===== config.mk =====
export PLATFORM = sky130hd
export DESIGN_NAME = arbitro_reg_rr
export DESIGN_NICKNAME = d
export VERILOG_FILES = /design/src/rtl/arbitro_reg_rr.sv
export SDC_FILE = /design/constraint.sdc
export NUM_CORES = 1
export LEC_CHECK = 0
export ABC_CLOCK_PERIOD_IN_PS = 4400
export CAP_MARGIN = 10
export CORE_AREA = 2 2 68 70
export DETAILED_ROUTE_END_ITERATION = 16
export DIE_AREA = 0 0 70 72
export DONT_BUFFER_PORTS = 1
export PLACE_DENSITY = 0.45
export SLEW_MARGIN = 10
export SYNTH_ARGS = -nofsm -noshare
export SYNTH_HDL_FRONTEND = slang
export SYNTH_SLANG_ARGS = --single-unit

===== constraint.sdc =====
create_clock -name C -period 4.4 [get_ports C]
set_clock_uncertainty 0.15 [all_clocks]
set_input_delay 0.44 -clock C [delete_from_list [all_inputs] [get_ports C]]
set_output_delay 0.44 -clock C [all_outputs]
set_load 0.02 [all_outputs]

===== src/rtl/arbitro_reg_rr.sv =====
// -----------------------------------------------------------------------------
// arbitro_reg_rr
//   Round-robin write arbiter that owns a shared W-bit register. Each clock it
//   picks one requester and loads that requester's data. A requester can lock
//   the register for consecutive writes. After MAX_LOCK locked grants the lock
//   is released so that other requesters are not starved.
//
// Ports
//   C       in   clock, rising edge
//   R       in   asynchronous reset, active low
//   REQ     in   [N_REQ]   write request per requester
//   LOCK    in   [N_REQ]   lock request (only counts together with REQ[i])
//   DATA    in   [N_REQ*W] write data, requester i at [i*W +: W]
//   GNT     out  [N_REQ]   one-hot grant for the load made on the last edge
//   Y       out  [W]       shared register contents
//   VALID   out            Y was loaded on the last edge
//   OWNER   out  [clog2]   index of the last writer (holds while idle)
//   LOCKED  out            arbiter is in the locked state
// -----------------------------------------------------------------------------
module arbitro_reg_rr #(
  parameter int N_REQ    = 4,
  parameter int W        = 4,
  parameter int MAX_LOCK = 8
) (
  input  logic                     C,
  input  logic                     R,
  input  logic [N_REQ-1:0]         REQ,
  input  logic [N_REQ-1:0]         LOCK,
  input  logic [N_REQ*W-1:0]       DATA,
  output logic [N_REQ-1:0]         GNT,
  output logic [W-1:0]             Y,
  output logic                     VALID,
  output logic [$clog2(N_REQ)-1:0] OWNER,
  output logic                     LOCKED
);

  localparam int OW = $clog2(N_REQ);
  localparam int CW = $clog2(MAX_LOCK + 1);

  typedef enum logic {
    ARB = 1'b0,
    LCK = 1'b1
  } state_t;

  // Registered state
  state_t           r_state;
  logic [OW-1:0]    r_ptr;
  logic [CW-1:0]    r_cnt;
  logic [OW-1:0]    r_owner;
  logic [W-1:0]     r_y;
  logic [N_REQ-1:0] r_gnt;
  logic             r_valid;

  // Next-state values
  state_t           w_state;
  logic [OW-1:0]    w_ptr;
  logic [CW-1:0]    w_cnt;
  logic [OW-1:0]    w_owner;
  logic [W-1:0]     w_y;
  logic [N_REQ-1:0] w_gnt;
  logic             w_valid;

  // Round-robin search result
  logic             w_found;
  logic [OW-1:0]    w_win;
  logic             w_keep;

  // Scan REQ starting at r_ptr, wrapping modulo N_REQ; first set bit wins.
  always_comb begin
    w_found = 1'b0;
    w_win   = '0;
    for (int k = 0; k < N_REQ; k++) begin
      if (!w_found && REQ[OW'((int'(r_ptr) + k) % N_REQ)]) begin
        w_found = 1'b1;
        w_win   = OW'((int'(r_ptr) + k) % N_REQ);
      end
    end
  end

  // The lock continues only while the owner keeps both REQ and LOCK and the
  // grant count has not reached MAX_LOCK.
  assign w_keep = (r_state == LCK) && REQ[r_owner] && LOCK[r_owner] &&
                  (r_cnt != CW'(MAX_LOCK));

  // NOTE: every combinational output gets a default before any branch, so
  // no path leaves a variable unassigned and no latch is inferred.
  always_comb begin
    w_state = ARB;
    w_ptr   = r_ptr;
    w_cnt   = '0;
    w_owner = r_owner;
    w_y     = r_y;
    w_gnt   = '0;
    w_valid = 1'b0;

    if (w_keep) begin
      // Locked owner is the only eligible requester; others are not queued.
      w_state        = LCK;
      w_cnt          = r_cnt + 1'b1;
      w_y            = DATA[int'(r_owner)*W +: W];
      w_gnt[r_owner] = 1'b1;
      w_valid        = 1'b1;
    end else if (w_found) begin
      // Normal arbitration, also taken on the edge that releases a lock.
      // The previous owner is last in line because r_ptr already sits past it.
      w_owner      = w_win;
      w_y          = DATA[int'(w_win)*W +: W];
      w_gnt[w_win] = 1'b1;
      w_valid      = 1'b1;
      w_ptr        = (int'(w_win) == N_REQ - 1) ? '0 : w_win + 1'b1;
      if (LOCK[w_win]) begin
        w_state = LCK;
        w_cnt   = CW'(1);
      end
    end
  end

  // NOTE: sequential state uses non-blocking assignments so all registers
  // update together from values sampled before the edge.
  // NOTE: every register, including the data register Y, is cleared by the
  // asynchronous reset because downstream logic reads Y directly.
  always_ff @(posedge C or negedge R) begin
    if (!R) begin
      r_state <= ARB;
      r_ptr   <= '0;
      r_cnt   <= '0;
      r_owner <= '0;
      r_y     <= '0;
      r_gnt   <= '0;
      r_valid <= 1'b0;
    end else begin
      r_state <= w_state;
      r_ptr   <= w_ptr;
      r_cnt   <= w_cnt;
      r_owner <= w_owner;
      r_y     <= w_y;
      r_gnt   <= w_gnt;
      r_valid <= w_valid;
    end
  end

  assign GNT    = r_gnt;
  assign Y      = r_y;
  assign VALID  = r_valid;
  assign OWNER  = r_owner;
  assign LOCKED = (r_state == LCK);

endmodule


==> results.py <==
metrics = {
    "outcome": {
        "status": "completed",
    },
    "cells_and_area": {
        "diodes": 0,
        "nNetsFinal": 151,
        "layout-drive-gt1-share_pct": 10.7,
        "area_delta_synth_final_pct": 8.16,
        "finalInstanceArea_mm2": 0.00128,
    },
    "floorplan": {
        "die_w_um": 70,
        "core_area_mm2": 0.00426,
        "die_y_um": 72,
        "initial_core_util_pct": 27.7,
        "io_pins": 38,
        "num_rows": 24,
        "die-area_mm2": 0.00504,
    },
    "worst_setup_path": {
        "cp_cell_sequence": "a21bo_1 -> o221a_1 -> and3_4 -> a22oi_4 -> a21oi_1 -> o32a_1",
        "critPathKind": "reg -> reg",
        "crit_path_max_incr_delay_ns": 0.70,
        "crit_path_max_fanout": 11,
        "cpMaxStageDelayCell": "dfrtp_1",
        "worst_setup_path_end_kind": "register",
        "critPathLaunchType": "register",
        "critPathArrivalTime_ns": 2.50,
        "required_ns": 4.38,
        "critPathBufInv": 0,
        "cp_top_family": "compound AO/OA/AOI/OAI gates",
    },
    "clock_network": {
        "cts_htree_levels": 1,
        "cts_num_sinks": 18,
        "cts_tree": "yes",
        "clk_pin_slew_ns": 0.07,
        "cts_setup_buffers": 0,
        "cts-root-buf": "clkbuf_8",
        "clock_path_buffers": 2,
        "clock_latency_ns": 0.25,
        "cts_buffers": 3,
    },
    "sta": {
        "setup_tns_ns": 0,
        "tightest_slew_ns": 0.850,
        "min_period_ns": 2.52,
        "setup_viol": 0,
        "fin_crit_sh_pct": 57.3,
        "rsz0062_at_grt": "no",
        "slew_violations": 0,
        "hold_violations": 0,
        "relSlewSlack_pct": 43.2,
        "max_freq_mhz": 397,
    },
    "yosys": {
        "synth-xor-area-share_pct": 1.48,
        "synth_top_family_by_area": "simple AND/OR/NAND/NOR gates",
        "synth_common_cells": "18 x dfrtp_1, 11 x nor2_1, 10 x nand2_1, 7 x o21ai_0",
        "synthCells": 121,
        "yosysTopAreaCellShare_pct": 38.1,
        "synth-edff-count": 0,
        "seq_area_frac_synth_pct": 38.1,
        "muxShareOfSynthArea_pct": 7.42,
        "async_flop_share_pct": 100,
        "yosys.area_share.adder_pct": 3.18,
        "synth_compound_area_share_pct": 21.0,
        "ys_types": 38,
        "ys.flop_type": "dfrtp_1",
        "avgSynthCellArea_um2": 9.76,
        "synth-simple-area-share_pct": 24.0,
        "syn_nets": 150,
        "syn_area_mm2": 0.00118,
        "yosys_warnings": 0,
        "yosys.cell_count.top_type": "dfrtp_1",
        "synth_area_leader_cell": "dfrtp_1",
        "synth_seq_cells": 18,
        "yosys-top-cells-area": "dfrtp_1 38%, o32a_1 4.2%, mux2_2 3.8%, and3b_1 3.7%, nor2_1 3.5%",
    },
    "place": {
        "hpwl_mm": 2.28,
        "gp_congestion": 0.782,
        "dpl-instance-area_mm2": 0.00121,
        "port_buffers": 0,
    },
    "routing": {
        "ant_nets": 0,
        "via_per_inst": 5.35,
        "drc": 0,
        "drt-pass1-iter-count": 4,
        "drtIter0Drc": 23,
        "vias": 925,
        "drt-wirelength-per-cell_um": 16.7,
        "wirelength_mm": 2.90,
    },
    "power_and_ir_drop": {
        "p_leak_nw": 0.530,
        "peakVddDrop_v": 0.000202,
        "power_density_mw_per_mm2": 765,
        "power_mw": 0.977,
    },
    "grt": {
        "grt_pass1_vias": 1000,
        "grt_overflow": 0,
        "grt_max_degree": 19,
        "grt_pass1_wl_mm": 4.71,
        "antenna_found_initial": 0,
        "grt_use_total_pct": 11.9,
    },
    "min_path": {
        "holdCritPathClass": "in -> reg",
    },
    "run": {
        "max-cap-violations": 0,
    },
}
-- report_power, final --
part / total (mW) / leakage, nW / switching [mW] / internal, mW
combinational: 0.480 / 0.282 / 0.258 / 0.221
sequential: 0.363 / 0.220 / 0.130 / 0.234
clock: 0.134 / 0.0288 / 0.0543 / 0.0794
-- logic make-up (layout without fill, tap and decap cells) --
kind of cell / count (synthesis) / count (layout)
AND/OR/NAND/NOR: 50 / 50
AO/OA/AOI/OAI: 29 / 29
flip-flops: 18 / 18
buffers and inverters: 11 / 11
multiplexers: 8 / 8
adder cells (fa/ha/maj): 3 / 3
XOR/XNOR: 2 / 2
-- layer usage --
metal,GRT usage [%],wire [um]
met5,0,0
met4,2.56,40
met3,3.61,82
met2,23.1,1550
met1,12.6,1230
-- per-stage QoR --
| step | hold slack, ns | std cells | util [%] | worst slack [ns] |
|---|---|---|---|---|
| 3_5_place_dp | -0.00515 | 168 | 28.4 | 1.90 |
| 2_1_floorplan | -0.00559 | 121 | - | 2.10 |
| 5_1_grt | 0.318 | 173 | 30.0 | 1.77 |
| 3_3_place_gp | -0.00510 | 168 | 28.4 | 1.93 |
| 4_1_cts | 0.308 | 173 | 30.0 | 1.89 |
| 6_report | 0.316 | 173 | 30.0 | 1.88 |
-- what timing repair did --
item,in CTS,in global routing
endpoints found under the hold margin,18,0
resized for setup,0,0
hold buffers,1,0
-- layout by cell type, fill, tap and decap left out, types with 3 or more instances in the layout --
| master | netlist | layout |
|---|---|---|
| nor2b_1 | 6 | 6 |
| and3b_1 | 5 | 5 |
| mux2_2 | 4 | 4 |
| nor4_1 | 3 | 3 |
| nor2_1 | 11 | 11 |
| inv_1 | 6 | 6 |
| a21oi_1 | 4 | 4 |
| nor3b_1 | 4 | 4 |
| clkbuf_8 | 0 | 4 |
| dfrtp_1 | 18 | 18 |
| o32a_1 | 5 | 5 |
| nand2_1 | 10 | 10 |
| and3_1 | 3 | 3 |
| o21ai_0 | 7 | 7 |
| ha_1 | 3 | 3 |
-- layout make-up --
type                            instances  area (um^2)
Clock buffer                            4         55.1
Timing Repair Buffer                    1         10.0
Fill cell                             461         2990
Sequential cell                        18          450
Tap cell                               52         65.1
Multi-Input combinational cell         92          674
Inverter                                6         22.5
-- sequential cells by signal (all words and copies together) (netlist names) --
signal	flops
GNT	4
LOCKED	1
OWNER	2
VALID	1
Y	4
r_cnt	4
r_ptr	2
-- path summary, 6_finish.rpt --
kind                                       from            endpoint  slack [ns]  cells after the start
min in group asynchronous                     R    LOCKED$_DFF_PN0_        0.59                      1
setup / recovery           OWNER[1]$_DFFE_PN0P_    Y[0]$_DFFE_PN0P_        1.88                      6
setup reg to reg           OWNER[1]$_DFFE_PN0P_    Y[0]$_DFFE_PN0P_        1.88                      6
hold / removal                         DATA[11]    Y[3]$_DFFE_PN0P_        0.32                      2
max in group asynchronous                     R    Y[2]$_DFFE_PN0P_        2.99                      1
hold reg to reg              r_cnt[0]$_DFF_PN0_  r_cnt[0]$_DFF_PN0_        0.39                      1
No activity file was read; power rests on OpenSTA's default activity.
